==> src/rtl/cellift_cover_pkg.sv <==
// Shared sizing constants and the dump FSM state type for the coverage accumulator.
package cellift_cover_pkg;

   localparam int unsigned NumCovers = 172;
   localparam int unsigned WordW     = 32;
   localparam int unsigned NumWords  = (NumCovers + WordW - 1) / WordW;
   localparam int unsigned CntW      = $clog2(NumCovers + 1);

   typedef enum logic [0:0] {
      IDLE = 1'b0,
      DUMP = 1'b1
   } dump_state_e;

   // Number of dump words needed to carry a coverage vector of the given width.
   function automatic int unsigned words_for(input int unsigned covers, input int unsigned width);
      return (covers + width - 1) / width;
   endfunction

endpackage

==> src/rtl/cellift_cover_popcount.sv <==
// Combinational population count built as a balanced adder tree.
module cellift_cover_popcount #(
   parameter int unsigned N = 8
) (
   input  logic [N-1:0]               bits_i,
   output logic [$clog2(N + 1)-1:0]   count_o
);

   localparam int unsigned OutW   = $clog2(N + 1);
   localparam int unsigned Leaves = 1 << $clog2(N);

   logic [OutW-1:0] node [Leaves];

   // Pairwise reduction: each pass folds node[i+step] into node[i], halving the live leaves.
   always_comb begin
      for (int unsigned i = 0; i < Leaves; i++) begin
         node[i] = (i < N) ? OutW'(bits_i[i]) : '0;
      end
      for (int unsigned step = 1; step < Leaves; step = step * 2) begin
         for (int unsigned i = 0; i < Leaves; i = i + 2 * step) begin
            node[i] = node[i] + node[i + step];
         end
      end
      count_o = node[0];
   end

endmodule

==> src/rtl/cellift_cover_accumulator.sv <==
// Sticky coverage accumulator with snapshot dump stream for the fuzzing SoC.
module cellift_cover_accumulator #(
   parameter int unsigned NumCovers = cellift_cover_pkg::NumCovers,
   parameter int unsigned WordW     = cellift_cover_pkg::WordW
) (
   input  logic                             clk_i,
   input  logic                             rst_i,
   input  logic [NumCovers-1:0]             cover_i,
   input  logic                             en_i,
   input  logic                             clear_i,
   input  logic                             dump_start_i,
   output logic                             dump_valid_o,
   input  logic                             dump_ready_i,
   output logic [WordW-1:0]                 dump_data_o,
   output logic                             dump_last_o,
   output logic                             busy_o,
   output logic [$clog2(NumCovers + 1)-1:0] cov_cnt_o,
   output logic                             new_cov_o,
   output logic [31:0]                      stale_cycles_o
);

   import cellift_cover_pkg::*;

   localparam int unsigned Words   = words_for(NumCovers, WordW);
   localparam int unsigned CntBits = $clog2(NumCovers + 1);
   localparam int unsigned IdxBits = (Words > 1) ? $clog2(Words) : 1;
   localparam int unsigned SnapW   = Words * WordW;
   localparam logic [IdxBits-1:0] LastIdx = IdxBits'(Words - 1);

   logic [NumCovers-1:0] sticky_q, sticky_d;
   logic [NumCovers-1:0] new_w;
   logic [CntBits-1:0]   cnt_q, cnt_d, pop_w;
   logic [31:0]          stale_q, stale_d;
   logic                 newcov_q, newcov_d;

   dump_state_e          state_q;
   logic [WordW-1:0]     snap_q [Words];
   logic [IdxBits-1:0]   idx_q;
   logic [IdxBits-1:0]   idx_next_w;
   logic                 valid_q;
   logic                 last_q;
   logic [WordW-1:0]     data_q;
   logic [SnapW-1:0]     start_snap_w;

   assign new_w        = cover_i & ~sticky_q & {NumCovers{en_i}};
   // The snapshot includes points arriving in the start cycle, zero-padded to whole words.
   assign start_snap_w = SnapW'(sticky_q | new_w);
   assign idx_next_w   = idx_q + IdxBits'(1);

   cellift_cover_popcount #(
      .N(NumCovers)
   ) u_popcount (
      .bits_i (new_w),
      .count_o(pop_w)
   );

   // Next-state for the sticky map, hit counter, new-point pulse and staleness counter.
   always_comb begin
      sticky_d = sticky_q;
      cnt_d    = cnt_q;
      stale_d  = stale_q;
      newcov_d = 1'b0;
      if (clear_i) begin
         sticky_d = '0;
         cnt_d    = '0;
         stale_d  = '0;
      end else begin
         sticky_d = sticky_q | new_w;
         cnt_d    = cnt_q + pop_w;
         newcov_d = |new_w;
         if (|new_w) begin
            stale_d = '0;
         end else if (stale_q != '1) begin
            stale_d = stale_q + 32'd1;
         end
      end
   end

   // Accumulation registers.
   always_ff @(posedge clk_i) begin
      if (rst_i) begin
         sticky_q <= '0;
         cnt_q    <= '0;
         stale_q  <= '0;
         newcov_q <= 1'b0;
      end else begin
         sticky_q <= sticky_d;
         cnt_q    <= cnt_d;
         stale_q  <= stale_d;
         newcov_q <= newcov_d;
      end
   end

   // Dump FSM: captures a snapshot on start, then streams one word per handshake.
   always_ff @(posedge clk_i) begin
      if (rst_i) begin
         state_q <= IDLE;
         idx_q   <= '0;
         valid_q <= 1'b0;
         last_q  <= 1'b0;
         data_q  <= '0;
         for (int unsigned k = 0; k < Words; k++) begin
            snap_q[k] <= '0;
         end
      end else begin
         case (state_q)
            IDLE: begin
               if (dump_start_i && !clear_i) begin
                  state_q <= DUMP;
                  idx_q   <= '0;
                  valid_q <= 1'b1;
                  last_q  <= (Words == 1);
                  data_q  <= start_snap_w[WordW-1:0];
                  for (int unsigned k = 0; k < Words; k++) begin
                     snap_q[k] <= start_snap_w[k*WordW +: WordW];
                  end
               end
            end
            DUMP: begin
               if (clear_i) begin
                  state_q <= IDLE;
                  valid_q <= 1'b0;
                  last_q  <= 1'b0;
                  data_q  <= '0;
               end else if (dump_ready_i) begin
                  if (last_q) begin
                     state_q <= IDLE;
                     valid_q <= 1'b0;
                     last_q  <= 1'b0;
                     data_q  <= '0;
                  end else begin
                     idx_q  <= idx_next_w;
                     data_q <= snap_q[idx_next_w];
                     last_q <= (idx_next_w == LastIdx);
                  end
               end
            end
            default: begin
               state_q <= IDLE;
               valid_q <= 1'b0;
               last_q  <= 1'b0;
               data_q  <= '0;
            end
         endcase
      end
   end

   assign dump_valid_o   = valid_q;
   assign dump_data_o    = data_q;
   assign dump_last_o    = last_q;
   assign busy_o         = (state_q == DUMP);
   assign cov_cnt_o      = cnt_q;
   assign new_cov_o      = newcov_q;
   assign stale_cycles_o = stale_q;

endmodule
==> config.mk <==
export PLATFORM = sky130hd
export DESIGN_NAME = cellift_cover_accumulator
export DESIGN_NICKNAME = d
export VERILOG_FILES = /design/src/rtl/cellift_cover_pkg.sv /design/src/rtl/cellift_cover_popcount.sv /design/src/rtl/cellift_cover_accumulator.sv
export SDC_FILE = /design/constraint.sdc
export NUM_CORES = 1
export LEC_CHECK = 0
export BUFFER_PORTS_ARGS = -buffer_cell sky130_fd_sc_hd__buf_4
export CORE_MARGIN = 2
export CORE_UTILIZATION = 60
export CTS_CLUSTER_SIZE = 10
export DETAILED_ROUTE_END_ITERATION = 10
export GPL_ROUTABILITY_DRIVEN = 0
export HOLD_SLACK_MARGIN = 0.08
export PLACE_DENSITY = 0.81
export RECOVER_POWER = 25
export SLEW_MARGIN = 20
export SYNTH_ARGS = -nofsm -noshare
export SYNTH_HDL_FRONTEND = slang
export SYNTH_SLANG_ARGS = --single-unit
==> constraint.sdc <==
create_clock -name clk_i -period 10.7 [get_ports clk_i]
set_clock_uncertainty 0.1 [all_clocks]
set_input_delay 0 -clock clk_i [delete_from_list [all_inputs] [get_ports clk_i]]
set_output_delay 0 -clock clk_i [all_outputs]
set_load 0.05 [all_outputs]
==> metrics.cfg <==
[clock_tree]
clock_latency_ps = 610
cts_tree = built
clock_path_buffers = 3
numCtsBuffers = 49
cts_resized = 0
htreeDepth = 2
clkTransAtPathRegs_ps = 50
cts_root_buf = clkbuf_16
cts_setup_buffers = 0
clkSinkCount = 423

[setup_path]
cp_num_buf_inv = 9
worstPathRequired_ps = 11120
crit_path_frequent_cell = fa_1
slowest_delay_ps = 620
critPathLaunchType = input port
cp-startpoint = en_i
slowest_stage = buf_8
critical_path_depth = 29
crit_family = adder cells
r2r_start = sticky_q[103]$_SDFF_PP0_
end_kind = flop
path_class = in2reg
arrival_ps = 8860
rr_worst_depth = 28
cp_max_fo = 141

[layout]
final_common_cell = inv_1
multi_input_area_um2 = 13200
drive_above_1_share_pct = 14.1
nNetsFinal = 3703
fillCellCount = 2565
final_area_um2 = 31600
synthToLayoutAreaGrowth_pct = 23.9
final_cell_mix = inv_1, nor2_1, dlygate4sd3_1
post-route-util_pct = 75.2
seqCellArea_um2 = 10200

[route]
num_vias = 22400
avgRoutedWirePerCell_um = 24.6
ant_nets = 0
routed_wl_um = 91500
drc_errors = 0
drt_iter0_drc = 3388
vias_per_cell = 6.01
detail_route.first_pass.iterations = 6

[logic_synthesis]
syn_area_um2 = 25500
synth-seq-cells = 423
yosysUniqueCellTypes = 55
synth_nets = 3241
synth_cells = 2676
seq_area_frac_synth_pct = 40.0
synth_ff_type = dfxtp_1
synth_edf_count = 172
syn_area_per_cell_um2 = 9.52
yosysWarnings = 0
synthArstFlopShare_pct = 0

[placed_design]
post-place-ws_ps = 1890
dpl_cell_area_um2 = 27800
dpl.hpwl_um = 61400
port_buffers = 253

[hold_path]
hp-start = cover_i[118]
hold_class = in2reg
hold_depth = 4

[grt]
grt_pass1_wl_um = 134000
gr-usage-all-layers_pct = 41.6
antenna_found_initial = 7
gr-total-overflow = 0
grt_pass1_vias = 22400
grt_max_degree = 142

[sta]
finalSetupViolations = 0
fin_ws_ps = 2260
final-hold-violation-count = 0
tightestPinTransition_ps = 3340
slew_headroom_pct = -122
post-route-period-util_pct = 78.9
fmax_mhz = 118
rsz0062_at_grt = false
period_minus_slack_ps = 8440
tns_ps = 0
drv_slew = 134

[floorplan]
row_count = 75
chipHeight_um = 210
io_pins = 254
initial_core_util_pct = 60.7
die_w_um = 210
dieArea_um2 = 44100
fp.coreArea_um2 = 41900

[job]
drv_cap = 3

[outcome]
status = finished with violations
failed_checks = max-capacitance violations, max-slew violations

==> stage by stage <==
step	hold WS (ps)	std cells
6_report	121	3719
3_5_place_dp	150	3369
3_3_place_gp	131	3369
4_1_cts	80.1	3716
5_1_grt	134	3717
2_1_floorplan	10.4	2676
==> layout make-up <==
| type | count | share of cell area [%] |
|---|---|---|
| Clock inverter | 2 | 0.115 |
| Sequential cell | 423 | 32.3 |
| Antenna cell | 3 | 0.0238 |
| Timing Repair Buffer | 527 | 13.8 |
| Clock buffer | 88 | 4.64 |
| Multi-Input combinational cell | 1691 | 41.7 |
| Inverter | 446 | 5.31 |
| Tap cell | 539 | 2.14 |
==> cell families (layout without fill, tap and decap cells) <==
group                    after synthesis  after routing  synth area share, %
AND/OR/NAND/NOR                      889            889                 16.0
buffers and inverters                562           1063                 8.40
flip-flops                           423            423                 40.0
adder cells (fa/ha/maj)              387            387                 24.3
AO/OA/AOI/OAI                        344            344                 7.34
multiplexers                          54             54                 3.36
XOR/XNOR                              17             17                0.585
other                                  0              3                    0
==> sequential cells by signal (all words and copies together), names as in the netlist <==
signal and count:
busy_o 1, cov_cnt_o 8, dump_data_o 32, dump_last_o 1, dump_valid_o 1, idx_q 3
new_cov_o 1, snap_q 172, stale_cycles_o 32, sticky_q 172
==> path summary, 6_finish.rpt <==
check,end,slack (ps)
min,sticky_q[118]$_SDFF_PP0_,120
max,cov_cnt_o[7]$_SDFF_PP0_,2260
min reg2reg,sticky_q[170]$_SDFF_PP0_,380
max reg2reg,cov_cnt_o[7]$_SDFF_PP0_,2460
==> worst min-delay path: stages <==
cell and delay [ps]:
dlygate4sd3_1 520, buf_4 110, a21oi_1 70, nor2_1 70
==> repair_timing <==
item,in CTS,in global routing
hold buffers,257,0
endpoints found under the hold margin,396,0
endpoints found under the setup margin,0,0
==> per-layer routing <==
metal	wire length [um]	global-route usage, %	share of wire, %
met5	43	0	0.047
met4	9090	32.9	9.9
met3	12100	11.9	13
met2	39500	62.8	43
met1	30700	50.2	34
==> synthesized netlist by cell type, drive strengths merged (21+ instances only) <==
master / count / area (um2)
clkbuf: 95 / 358
mux4: 25 / 563
a21oi: 253 / 1270
nand2: 194 / 728
ha: 206 / 2580
edfxtp: 172 / 5160
buf: 21 / 106
fa: 181 / 3620
o21ai: 45 / 225
nand4: 32 / 206
dfxtp: 251 / 5020
nor2: 413 / 1550
mux2i: 28 / 280
inv: 446 / 1670
or2: 157 / 982
Power is left out: the tool's default activity adds up to more than one toggle a clock period on the data nets, which glitch-free logic cannot reach.
